File: src/rtl/hist_pkg.sv
// Shared constants, FSM state encoding and error codes for the histogram dump receiver.
package hist_pkg;
  localparam int NUM_BINS  = 64;
  localparam int COUNT_W   = 4;
  localparam int DATA_W    = 8;
  localparam int BIN_IDX_W = $clog2(NUM_BINS);
  localparam int TOTAL_W   = BIN_IDX_W + COUNT_W;

  typedef enum logic [1:0] {
    ST_IDLE    = 2'd0,
    ST_CAPTURE = 2'd1,
    ST_DRAIN   = 2'd2,
    ST_COMMIT  = 2'd3
  } rx_state_e;

  localparam logic [1:0] ERR_NONE  = 2'b00;
  localparam logic [1:0] ERR_SHORT = 2'b01;
  localparam logic [1:0] ERR_LONG  = 2'b10;
  localparam logic [1:0] ERR_UPPER = 2'b11;

  // Nonzero upper data bits outrank any framing error.
  function automatic logic [1:0] err_resolve(input logic upper, input logic [1:0] framing);
    return upper ? ERR_UPPER : framing;
  endfunction
endpackage

File: src/rtl/hist_bin_mem.sv
// NUM_BINS x COUNT_W bin memory: one write port, one registered read port, cleared by reset.
module hist_bin_mem
  import hist_pkg::*;
(
  input  logic                 clk,
  input  logic                 bin_reset,
  input  logic                 we,
  input  logic [BIN_IDX_W-1:0] waddr,
  input  logic [COUNT_W-1:0]   wdata,
  input  logic [BIN_IDX_W-1:0] raddr,
  output logic [COUNT_W-1:0]   rdata
);
  logic [COUNT_W-1:0] mem_q [NUM_BINS];
  logic [COUNT_W-1:0] mem_d [NUM_BINS];
  logic [COUNT_W-1:0] rdata_q, rdata_d;

  always_comb begin
    mem_d   = mem_q;
    rdata_d = mem_q[raddr];
    if (we) begin
      mem_d[waddr] = wdata;
    end else begin
      mem_d[waddr] = mem_q[waddr];
    end
  end

  always_ff @(posedge clk or posedge bin_reset) begin
    if (bin_reset) begin
      mem_q   <= '{default: '0};
      rdata_q <= '0;
    end else begin
      mem_q   <= mem_d;
      rdata_q <= rdata_d;
    end
  end

  assign rdata = rdata_q;
endmodule

File: src/rtl/hist_dump_receiver.sv
// Histogram dump stream sink: captures a frame, checks framing, commits stats and bin readback.
// HIST_RX_DBLBUF_EN selects a double-buffered bin memory that swaps only on good frames.
module hist_dump_receiver
  import hist_pkg::*;
(
  input  logic                 clk,
  input  logic                 bin_reset,
  input  logic                 in_valid,
  input  logic [DATA_W-1:0]    in_data,
  input  logic                 in_last,
  output logic                 frame_done,
  output logic                 frame_err,
  output logic [1:0]           err_code,
  output logic [TOTAL_W-1:0]   total_count,
  output logic [BIN_IDX_W-1:0] peak_bin,
  output logic [COUNT_W-1:0]   peak_count,
  output logic [7:0]           frame_cnt,
  input  logic [BIN_IDX_W-1:0] rd_addr,
  output logic [COUNT_W-1:0]   rd_data
);
  localparam logic [BIN_IDX_W-1:0] LAST_IDX = BIN_IDX_W'(NUM_BINS - 1);

  rx_state_e              state_q, state_d;
  logic [BIN_IDX_W-1:0]   idx_q, idx_d;
  logic [TOTAL_W-1:0]     tot_acc_q, tot_acc_d;
  logic [BIN_IDX_W-1:0]   pk_bin_acc_q, pk_bin_acc_d;
  logic [COUNT_W-1:0]     pk_cnt_acc_q, pk_cnt_acc_d;
  logic                   upper_acc_q, upper_acc_d;
  logic                   frame_done_q, frame_done_d;
  logic                   frame_err_q, frame_err_d;
  logic [1:0]             err_code_q, err_code_d;
  logic [TOTAL_W-1:0]     total_count_q, total_count_d;
  logic [BIN_IDX_W-1:0]   peak_bin_q, peak_bin_d;
  logic [COUNT_W-1:0]     peak_count_q, peak_count_d;
  logic [7:0]             frame_cnt_q, frame_cnt_d;

  logic [COUNT_W-1:0]     beat_cnt_s;
  logic                   beat_upper_s;
  logic                   mem_we_s;
  logic [BIN_IDX_W-1:0]   mem_waddr_s;
  logic                   end_good_s, end_bad_s, commit_good_s;
  logic [1:0]             framing_s;

  assign beat_cnt_s   = in_data[COUNT_W-1:0];
  assign beat_upper_s = |in_data[DATA_W-1:COUNT_W];

  always_comb begin
    state_d       = state_q;
    idx_d         = idx_q;
    tot_acc_d     = tot_acc_q;
    pk_bin_acc_d  = pk_bin_acc_q;
    pk_cnt_acc_d  = pk_cnt_acc_q;
    upper_acc_d   = upper_acc_q;
    frame_done_d  = 1'b0;
    frame_err_d   = 1'b0;
    err_code_d    = err_code_q;
    total_count_d = total_count_q;
    peak_bin_d    = peak_bin_q;
    peak_count_d  = peak_count_q;
    frame_cnt_d   = frame_cnt_q;
    mem_we_s      = 1'b0;
    mem_waddr_s   = idx_q;
    end_good_s    = 1'b0;
    end_bad_s     = 1'b0;
    framing_s     = ERR_NONE;

    case (state_q)
      // COMMIT behaves like IDLE so a beat arriving there starts the next frame.
      ST_IDLE, ST_COMMIT: begin
        if (in_valid) begin
          mem_we_s     = 1'b1;
          mem_waddr_s  = '0;
          tot_acc_d    = TOTAL_W'(beat_cnt_s);
          pk_bin_acc_d = '0;
          pk_cnt_acc_d = beat_cnt_s;
          upper_acc_d  = beat_upper_s;
          idx_d        = BIN_IDX_W'(1);
          if (in_last) begin
            end_bad_s = 1'b1;
            framing_s = ERR_SHORT;
            state_d   = ST_COMMIT;
          end else begin
            state_d = ST_CAPTURE;
          end
        end else begin
          state_d = ST_IDLE;
        end
      end
      ST_CAPTURE: begin
        if (in_valid) begin
          mem_we_s    = 1'b1;
          tot_acc_d   = tot_acc_q + TOTAL_W'(beat_cnt_s);
          upper_acc_d = upper_acc_q | beat_upper_s;
          idx_d       = idx_q + BIN_IDX_W'(1);
          if (beat_cnt_s > pk_cnt_acc_q) begin
            pk_bin_acc_d = idx_q;
            pk_cnt_acc_d = beat_cnt_s;
          end else begin
            pk_bin_acc_d = pk_bin_acc_q;
          end
          if (in_last) begin
            state_d    = ST_COMMIT;
            end_good_s = (idx_q == LAST_IDX);
            end_bad_s  = (idx_q != LAST_IDX);
            framing_s  = ERR_SHORT;
          end else if (idx_q == LAST_IDX) begin
            state_d = ST_DRAIN;
          end else begin
            state_d = ST_CAPTURE;
          end
        end else begin
          state_d = ST_CAPTURE;
        end
      end
      ST_DRAIN: begin
        if (in_valid) begin
          upper_acc_d = upper_acc_q | beat_upper_s;
          if (in_last) begin
            end_bad_s = 1'b1;
            framing_s = ERR_LONG;
            state_d   = ST_COMMIT;
          end else begin
            state_d = ST_DRAIN;
          end
        end else begin
          state_d = ST_DRAIN;
        end
      end
      default: begin
        state_d = ST_IDLE;
      end
    endcase

    // Outputs are registered on the last beat so they appear during COMMIT.
    commit_good_s = end_good_s & ~upper_acc_d;
    if (commit_good_s) begin
      frame_done_d  = 1'b1;
      total_count_d = tot_acc_d;
      peak_bin_d    = pk_bin_acc_d;
      peak_count_d  = pk_cnt_acc_d;
      frame_cnt_d   = frame_cnt_q + 8'd1;
    end else if (end_good_s | end_bad_s) begin
      frame_err_d = 1'b1;
      err_code_d  = err_resolve(upper_acc_d, framing_s);
    end else begin
      frame_err_d = 1'b0;
    end
  end

  always_ff @(posedge clk or posedge bin_reset) begin
    if (bin_reset) begin
      state_q       <= ST_IDLE;
      idx_q         <= '0;
      tot_acc_q     <= '0;
      pk_bin_acc_q  <= '0;
      pk_cnt_acc_q  <= '0;
      upper_acc_q   <= 1'b0;
      frame_done_q  <= 1'b0;
      frame_err_q   <= 1'b0;
      err_code_q    <= ERR_NONE;
      total_count_q <= '0;
      peak_bin_q    <= '0;
      peak_count_q  <= '0;
      frame_cnt_q   <= 8'd0;
    end else begin
      state_q       <= state_d;
      idx_q         <= idx_d;
      tot_acc_q     <= tot_acc_d;
      pk_bin_acc_q  <= pk_bin_acc_d;
      pk_cnt_acc_q  <= pk_cnt_acc_d;
      upper_acc_q   <= upper_acc_d;
      frame_done_q  <= frame_done_d;
      frame_err_q   <= frame_err_d;
      err_code_q    <= err_code_d;
      total_count_q <= total_count_d;
      peak_bin_q    <= peak_bin_d;
      peak_count_q  <= peak_count_d;
      frame_cnt_q   <= frame_cnt_d;
    end
  end

`ifdef HIST_RX_DBLBUF_EN
  // bank_q names the front (readback) bank; capture always writes the other one.
  logic               bank_q, bank_d;
  logic [COUNT_W-1:0] rdata0_s, rdata1_s;

  always_comb begin
    bank_d = bank_q ^ commit_good_s;
  end

  always_ff @(posedge clk or posedge bin_reset) begin
    if (bin_reset) begin
      bank_q <= 1'b0;
    end else begin
      bank_q <= bank_d;
    end
  end

  hist_bin_mem u_mem0 (
    .clk(clk), .bin_reset(bin_reset), .we(mem_we_s & bank_q), .waddr(mem_waddr_s),
    .wdata(beat_cnt_s), .raddr(rd_addr), .rdata(rdata0_s)
  );
  hist_bin_mem u_mem1 (
    .clk(clk), .bin_reset(bin_reset), .we(mem_we_s & ~bank_q), .waddr(mem_waddr_s),
    .wdata(beat_cnt_s), .raddr(rd_addr), .rdata(rdata1_s)
  );

  assign rd_data = bank_q ? rdata1_s : rdata0_s;
`else
  hist_bin_mem u_mem (
    .clk(clk), .bin_reset(bin_reset), .we(mem_we_s), .waddr(mem_waddr_s),
    .wdata(beat_cnt_s), .raddr(rd_addr), .rdata(rd_data)
  );
`endif

  assign frame_done  = frame_done_q;
  assign frame_err   = frame_err_q;
  assign err_code    = err_code_q;
  assign total_count = total_count_q;
  assign peak_bin    = peak_bin_q;
  assign peak_count  = peak_count_q;
  assign frame_cnt   = frame_cnt_q;
endmodule

File: config.mk
export PLATFORM = sky130hd
export DESIGN_NAME = hist_dump_receiver
export DESIGN_NICKNAME = d
export VERILOG_FILES = /design/src/rtl/hist_pkg.sv /design/src/rtl/hist_bin_mem.sv /design/src/rtl/hist_dump_receiver.sv
export SDC_FILE = /design/constraint.sdc
export NUM_CORES = 1
export LEC_CHECK = 0
export BUFFER_PORTS_ARGS = -buffer_cell sky130_fd_sc_hd__buf_2
export CELL_PAD_IN_SITES_DETAIL_PLACEMENT = 1
export CELL_PAD_IN_SITES_GLOBAL_PLACEMENT = 1
export CORE_MARGIN = 1.5
export CORE_UTILIZATION = 50
export CTS_BUF_LIST = sky130_fd_sc_hd__clkbuf_16
export DETAILED_ROUTE_END_ITERATION = 10
export HOLD_SLACK_MARGIN = 0.08
export MAX_ROUTING_LAYER = met4
export PLACE_DENSITY = 0.85
export SYNTH_ARGS = -nofsm -noshare
export SYNTH_HDL_FRONTEND = slang
export SYNTH_SLANG_ARGS = --single-unit
File: constraint.sdc
create_clock -name clk -period 13.13 [get_ports clk]
set_clock_uncertainty 0.15 [all_clocks]
set_input_delay 1.9695 -clock clk [delete_from_list [all_inputs] [get_ports clk]]
set_output_delay 1.9695 -clock clk [all_outputs]
set_load 0.01 [all_outputs]
* After elaboration in Yosys (flattened, before gate mapping)
Index checks and enable logic that the tools add are counted.
Word-level totals: input bits 18, output and inout port bits 36, register bits after elaboration 321, logic and storage cells 166
Cells by class: equal/unequal tests 7, muxes and demuxes 57, add/sub/neg operators 3, reduce and logical (&&, ||, !) cells 10, bitwise gates (word level) 7, $lt $le $gt $ge 4
Operator list (number):
- 256-bit bitwise mux | 2
- 256-bit 2-to-1 mux | 1
- 4-bit binary-select mux with 6-bit select | 2
- 6-bit 2-to-1 mux | 7
- 4-bit 2-to-1 mux | 8
- 4-bit demux with 6-bit select | 1
- 6-bit one-hot mux with 2 select lines | 2
- 10-bit 2-to-1 mux | 2
- 2-bit 2-to-1 mux | 10
- 10-bit one-hot mux with 2 select lines | 1
- 1-bit 2-to-1 mux | 16
- 7-bit >= comparator (second input constant) | 2
- 6-bit inverter with 7-bit output | 2
- 10-bit by 4-bit adder with 10-bit output | 1
- 8-bit by 1-bit adder with 8-bit output (second input constant) | 1
- 4-bit one-hot mux with 2 select lines | 1
- 7-bit by 1-bit < comparator with 1-bit output (second input constant) | 1
- 6-bit by 1-bit adder with 6-bit output (second input constant) | 1
- 6-bit == test (second input constant) | 1
- 6-bit inequality test (second input constant) | 1
- 2-bit one-hot mux with 3 select lines | 1
- 3-bit OR reduction | 2
- 2-bit == test (second input constant) | 2
- 4-bit greater-than comparator | 1
- other kinds (14) | 19

* Depth between registers and ports, before layout
word-level depth 10, mapped depth 14, gate-level depth less buffers 9

* Modules after synthesis
From an unflattened synthesis, not the netlist that was laid out.
Unflattened totals: cell total of the unflattened synthesis 1583, area total of the unflattened synthesis 17046.3 µm²
Modules (own cells, without submodules):
- hist_bin_mem | area each 13843.3 µm², instances 1, sequential area each 6506.2 µm², cells each 1290
- hist_dump_receiver | area each 3203.1 µm², instances 1, sequential area each 1526.5 µm², cells each 293

* Worst setup path after synthesis
No wires, ideal clock.
kind input to register, from input port rd_addr[0], to register u_mem.rdata_q[0], in the netlist u_mem.rdata[0], arrival 4.353 ns, setup slack 8.489 ns, buffers on the path 2, library setup time 0.138 ns, cell stages on the path 5, required time 12.842 ns, path through clkbuf_1 buf_1 mux4_2 mux4_2 mux4_2
On the way: word-level cells in the longest chain between the ends 4
RTL lines:
- start, declared | line hist_dump_receiver.sv:18 | input logic [BIN_IDX_W-1:0] rd_addr,
- 6-bit inverter with 7-bit output (not written as such) | line hist_bin_mem.sv:19 | rdata_d = mem_q[raddr];
- 4-bit binary-select mux with 6-bit select | line hist_bin_mem.sv:19
- 4-bit 2-to-1 mux (not written as such) (2 in a row) | line hist_bin_mem.sv:19
- net u_mem.rdata_d[0] | line hist_bin_mem.sv:15 | logic [COUNT_W-1:0] rdata_q, rdata_d;
- end signal, assigned | line hist_bin_mem.sv:33 | rdata_q <= rdata_d;
- end, declared | line hist_bin_mem.sv:15
The timed path passes the listed nets, and every way through them passes these cells. The select of a mux whose other input is x is not followed. A chain may end at the register's enable or synchronous reset.

* Worst setup path in the final report
from input port in_valid, to register u_mem.mem_q[158] (netlist name)
On the way: word-level cells in the longest chain between the ends 9, elaborated cells between the ends (all ways) 16, those cells by class 2 x order compare; 12 x mux; 1 x bitwise; 1 x reduce/logical
RTL lines:
- start, declared | line hist_dump_receiver.sv:8 | input logic in_valid,
- 6-bit 2-to-1 mux | line hist_dump_receiver.sv:70 | if (in_valid) begin
- 6-bit 2-to-1 mux | line hist_dump_receiver.sv:67 | case (state_q)
- 6-bit inverter with 7-bit output (not written as such) | line hist_bin_mem.sv:21, hist_bin_mem.sv:23
- 7-bit >= comparator (not written as such) or 7-bit by 1-bit < comparator with 1-bit output (tied branches) | line hist_bin_mem.sv:21, hist_bin_mem.sv:23
- 1-bit logical AND (not written as such) | line hist_bin_mem.sv:21, hist_bin_mem.sv:23
- 4-bit 2-to-1 mux (not written as such) | line hist_bin_mem.sv:21, hist_bin_mem.sv:23
- 4-bit demux with 6-bit select | line hist_bin_mem.sv:21, hist_bin_mem.sv:23
- 256-bit bitwise mux (on tied branches) | line hist_bin_mem.sv:23, hist_bin_mem.sv:21
- 256-bit 2-to-1 mux (*) | line hist_bin_mem.sv:20 | if (we) begin
- end signal, assigned | line hist_bin_mem.sv:32 | mem_q <= mem_d;
- end, declared | line hist_bin_mem.sv:13 | logic [COUNT_W-1:0] mem_q [NUM_BINS];
Mark *: on every way between the ends. The rest lies on a longest branch, timed or not. The select of a mux whose other input is x is not followed.

==> key figures <==
Floorplan
  • Core region area: 0.03378 mm2
  • I/O pin count: 54
  • Starting density of the core: 0.5118
  • Die width: 189.0 um
  • Die Span Y: 189.0 um
  • Row Count: 67
  • Full die area: 0.03571 mm2

Setup path
  • CP Capture Type: flip-flop
  • CP Data Required Time: 13.44 ns
  • Worst-path fanout max: 48
  • Setup CP Type: primary input to flip-flop
  • CP Launch Type: primary input
  • WP data arrival: 6.35 ns

Global route
  • First-pass GRT wire length: 99150 um
  • Global Route met3 Usage: 0.09546
  • Met2 Track Usage GR: 0.5587
  • Grt total ovfl: 0
  • Met1 Use GR: 0.4827
  • GR Util All Layers: 0.3781
  • Vias in the first global route: 16130
  • GR peak layer: met2
  • Largest net degree at the start of global routing: 119
  • Antenna violations before repair: 0

Synthesis
  • Mux cell area share after synthesis: 0.1695
  • Combinational family with the most area after synthesis: compound AO/OA/AOI/OAI gates
  • Synthesized-area fraction occupied by and/or/nand/nor cells: 0.1284
  • Post-Synthesis Net Count: 1736
  • Number of synthesized register bits: 321
  • Top-count cell post-synth: dfrtp_1
  • Top post-synthesis cells by area: dfrtp_1, mux4_2, nor2_1
  • Syn Area/Cell: 10.15 um2
  • YS warnings: 0
  • Yosys top cell by area: dfrtp_1
  • EDFF count, synth: 0
  • Synthesized instance count: 1704
  • Post-synth top area share: 0.4645
  • Post-synth top cells: dfrtp_1, nor2_1, a21oi_1
  • Count of unique library cells instantiated by Yosys: 76
  • FFs w/ async S/R, synth: 1.000
  • Leading register cell type out of synthesis: dfrtp_1
  • Synth Area in Compound Gates: 0.1760
  • Seq/Total Area, Yosys: 0.4645
  • Cell Area, Synth: 0.01729 mm2
  • Post-Synth XOR/XNOR Area: 0.005065
  • Post-Synth Adder-Cell Area: 0.01056

Power
  • Leak: 8.345 nW
  • Peak supply drop: 126.7 uV
  • Pwr Density: 206.9 mW/mm2

Placement
  • Post-DP HPWL: 41860 um
  • Final Wtd Congestion: 0.9417
  • Number of port buffers: 53

Run
  • Max_cap viols: 0

Clocking
  • Clk_lat worst skew: 0.56 ns
  • CTS tree: built
  • Clock sink count: 321
  • Num CTS Buffers: 37
  • Root Driver: clkbuf_16
  • CTS resizes: 0
  • Max clock buf depth: 3
  • Hold-fix buffers, CTS: 0
  • H-tree depth: 2
  • Worst-path clk slew: 0.06 ns
  • Setup Buffers After CTS: 0

Hold path
  • Min-delay worst type: flip-flop to flip-flop

Timing
  • Setup TNS: 0 ns
  • Minimum clock period: 6.038 ns
  • Unrepaired setup endpoints after global routing: no
  • Slew margin rel.: 0.1167
  • Final period utilization: 0.4598
  • Worst-Margin Slew: 1.322 ns
  • Fmax: 0.1656 GHz
  • Final Hold Fails: 0
  • Count of pins over their slew limit: 0
  • Endpoints failing setup: 0

Drt
  • Vias/cell: 7.065
  • WL/cell: 29.36 um
  • Vias post-DR: 15420
  • DR pass1 iterations: 5
  • Number of DRC markers in iteration 0: 1921
  • DR DRC count: 0
  • Post-DRT Antenna Nets: 0
  • Post-Route WL: 64060 um

Final layout
  • Nets: 1739
  • Diode count: 0
  • Fraction of layout cells with a size suffix above 1: 0.1701
  • P&R area growth vs syn: 9.240%
  • Final core occ: 0.5591

Run status
  • Status: finished, final reports clean
==> logic make-up (layout without fill, tap and decap cells) <==
| family | Yosys count | count (layout) |
|---|---|---|
| and+or+nand+nor | 534 | 534 |
| AOI/OAI and AO/OA | 478 | 478 |
| DFF | 321 | 321 |
| muxes | 176 | 176 |
| buffers and inverters | 171 | 201 |
| adders and majority gates | 14 | 14 |
| xor gates and xnor gates | 10 | 10 |
==> layout make-up <==
class | count | area, um2
clock inverters | 27 | 140.1
repair buffers | 83 | 493.0
well taps | 448 | 560.5
clock buffers | 39 | 975.9
fillers | 3672 | 14890
inverters | 52 | 202.7
flip-flops and latches | 321 | 8036
multi-input cells | 1212 | 8481
==> per-layer routing <==
| metal | wire length (um) | vias up |
|---|---|---|
| li1 | - | 6220 |
| met1 | 24260 | 7808 |
| met2 | 28800 | 1077 |
| met3 | 7310 | 310 |
| met4 | 3687 | 0 |
| met5 | 0 | - |
==> sequential cells by signal (all words and copies together), names as in the netlist <==
name and count:
tot_acc_q 10, frame_err 1, pk_cnt_acc_q 4, peak_bin 6, pk_bin_acc_q 6, total_count 10, err_code 2, frame_done 1
idx_q 6, u_mem.rdata 4, frame_cnt 8, upper_acc_q 1, u_mem.mem_q 256, state_q 2, peak_count 4
==> critical path: stages <==
cell	delay (ns)
buf_2	0.47
and2_1	0.77
buf_4	0.41
nor2_1	0.17
buf_4	0.29
a22oi_1	0.20
a31oi_1	0.12
nor4_1	0.72
a32oi_4	0.45
buf_4	0.44
a21oi_1	0.26
==> worst paths after layout <==
| check | cells after the start | start | slack, ns | endpoint |
|---|---|---|---|---|
| max | 11 | in_valid | 7.09 | u_mem.mem_q[158]$_DFFE_PP0P_ |
| min | 1 | frame_cnt[7]$_DFFE_PP0P_ | 0.32 | frame_cnt[7]$_DFFE_PP0P_ |
| max reg2reg | 8 | idx_q[0]$_DFFE_PP0P_ | 7.76 | u_mem.mem_q[158]$_DFFE_PP0P_ |
| min reg2reg | 1 | frame_cnt[7]$_DFFE_PP0P_ | 0.32 | frame_cnt[7]$_DFFE_PP0P_ |
| max in group asynchronous | 4 | bin_reset | 9.20 | u_mem.mem_q[43]$_DFFE_PP0P_ |
| min in group asynchronous | 2 | bin_reset | 1.41 | u_mem.mem_q[177]$_DFFE_PP0P_ |
==> power by group <==
group / internal [mW] / switching [mW] / leakage (nW)
registers: 1.14 / 0.182 / 4.21
logic: 0.485 / 1.12 / 3.55
clock network: 0.553 / 0.429 / 0.589
==> through the flow <==
| stage | setup WS, ns | cells | power, mW | instance area [um2] | hold slack (ns) |
|---|---|---|---|---|---|
| floorplan | 2.126 | 1704 | 2.340 | 17290 | 0.2900 |
| global placement | 6.957 | 2116 | 2.771 | 17770 | 0.3068 |
| detailed placement | 6.819 | 2116 | 2.850 | 17770 | 0.3162 |
| CTS | 7.341 | 2182 | 3.839 | 18890 | 0.3340 |
| global route | 6.994 | 2182 | 4.041 | 18890 | 0.3449 |
| finish | 7.092 | 2182 | 3.907 | 18890 | 0.3237 |
==> placed cells by master (no fill, tap or decap), types with 11 or more instances in the layout <==
cell	netlist	final
a21oi_1	182	182
a22oi_1	12	12
a31oi_1	24	24
buf_2	44	52
buf_4	8	31
clkbuf_16	0	39
clkinv_1	2	11
dfrtp_1	321	318
ha_1	13	13
inv_1	50	61
mux2_2	45	45
mux2i_1	42	42
mux4_2	89	89
nand2_1	180	179
nand3_1	27	27
nor2_1	252	251
nor3_1	24	24
o211ai_1	13	13
o21ai_0	59	59
o21ai_1	11	11
o22ai_1	51	51
o31ai_1	19	19
Note: power is estimated with default switching activity, not from simulation.
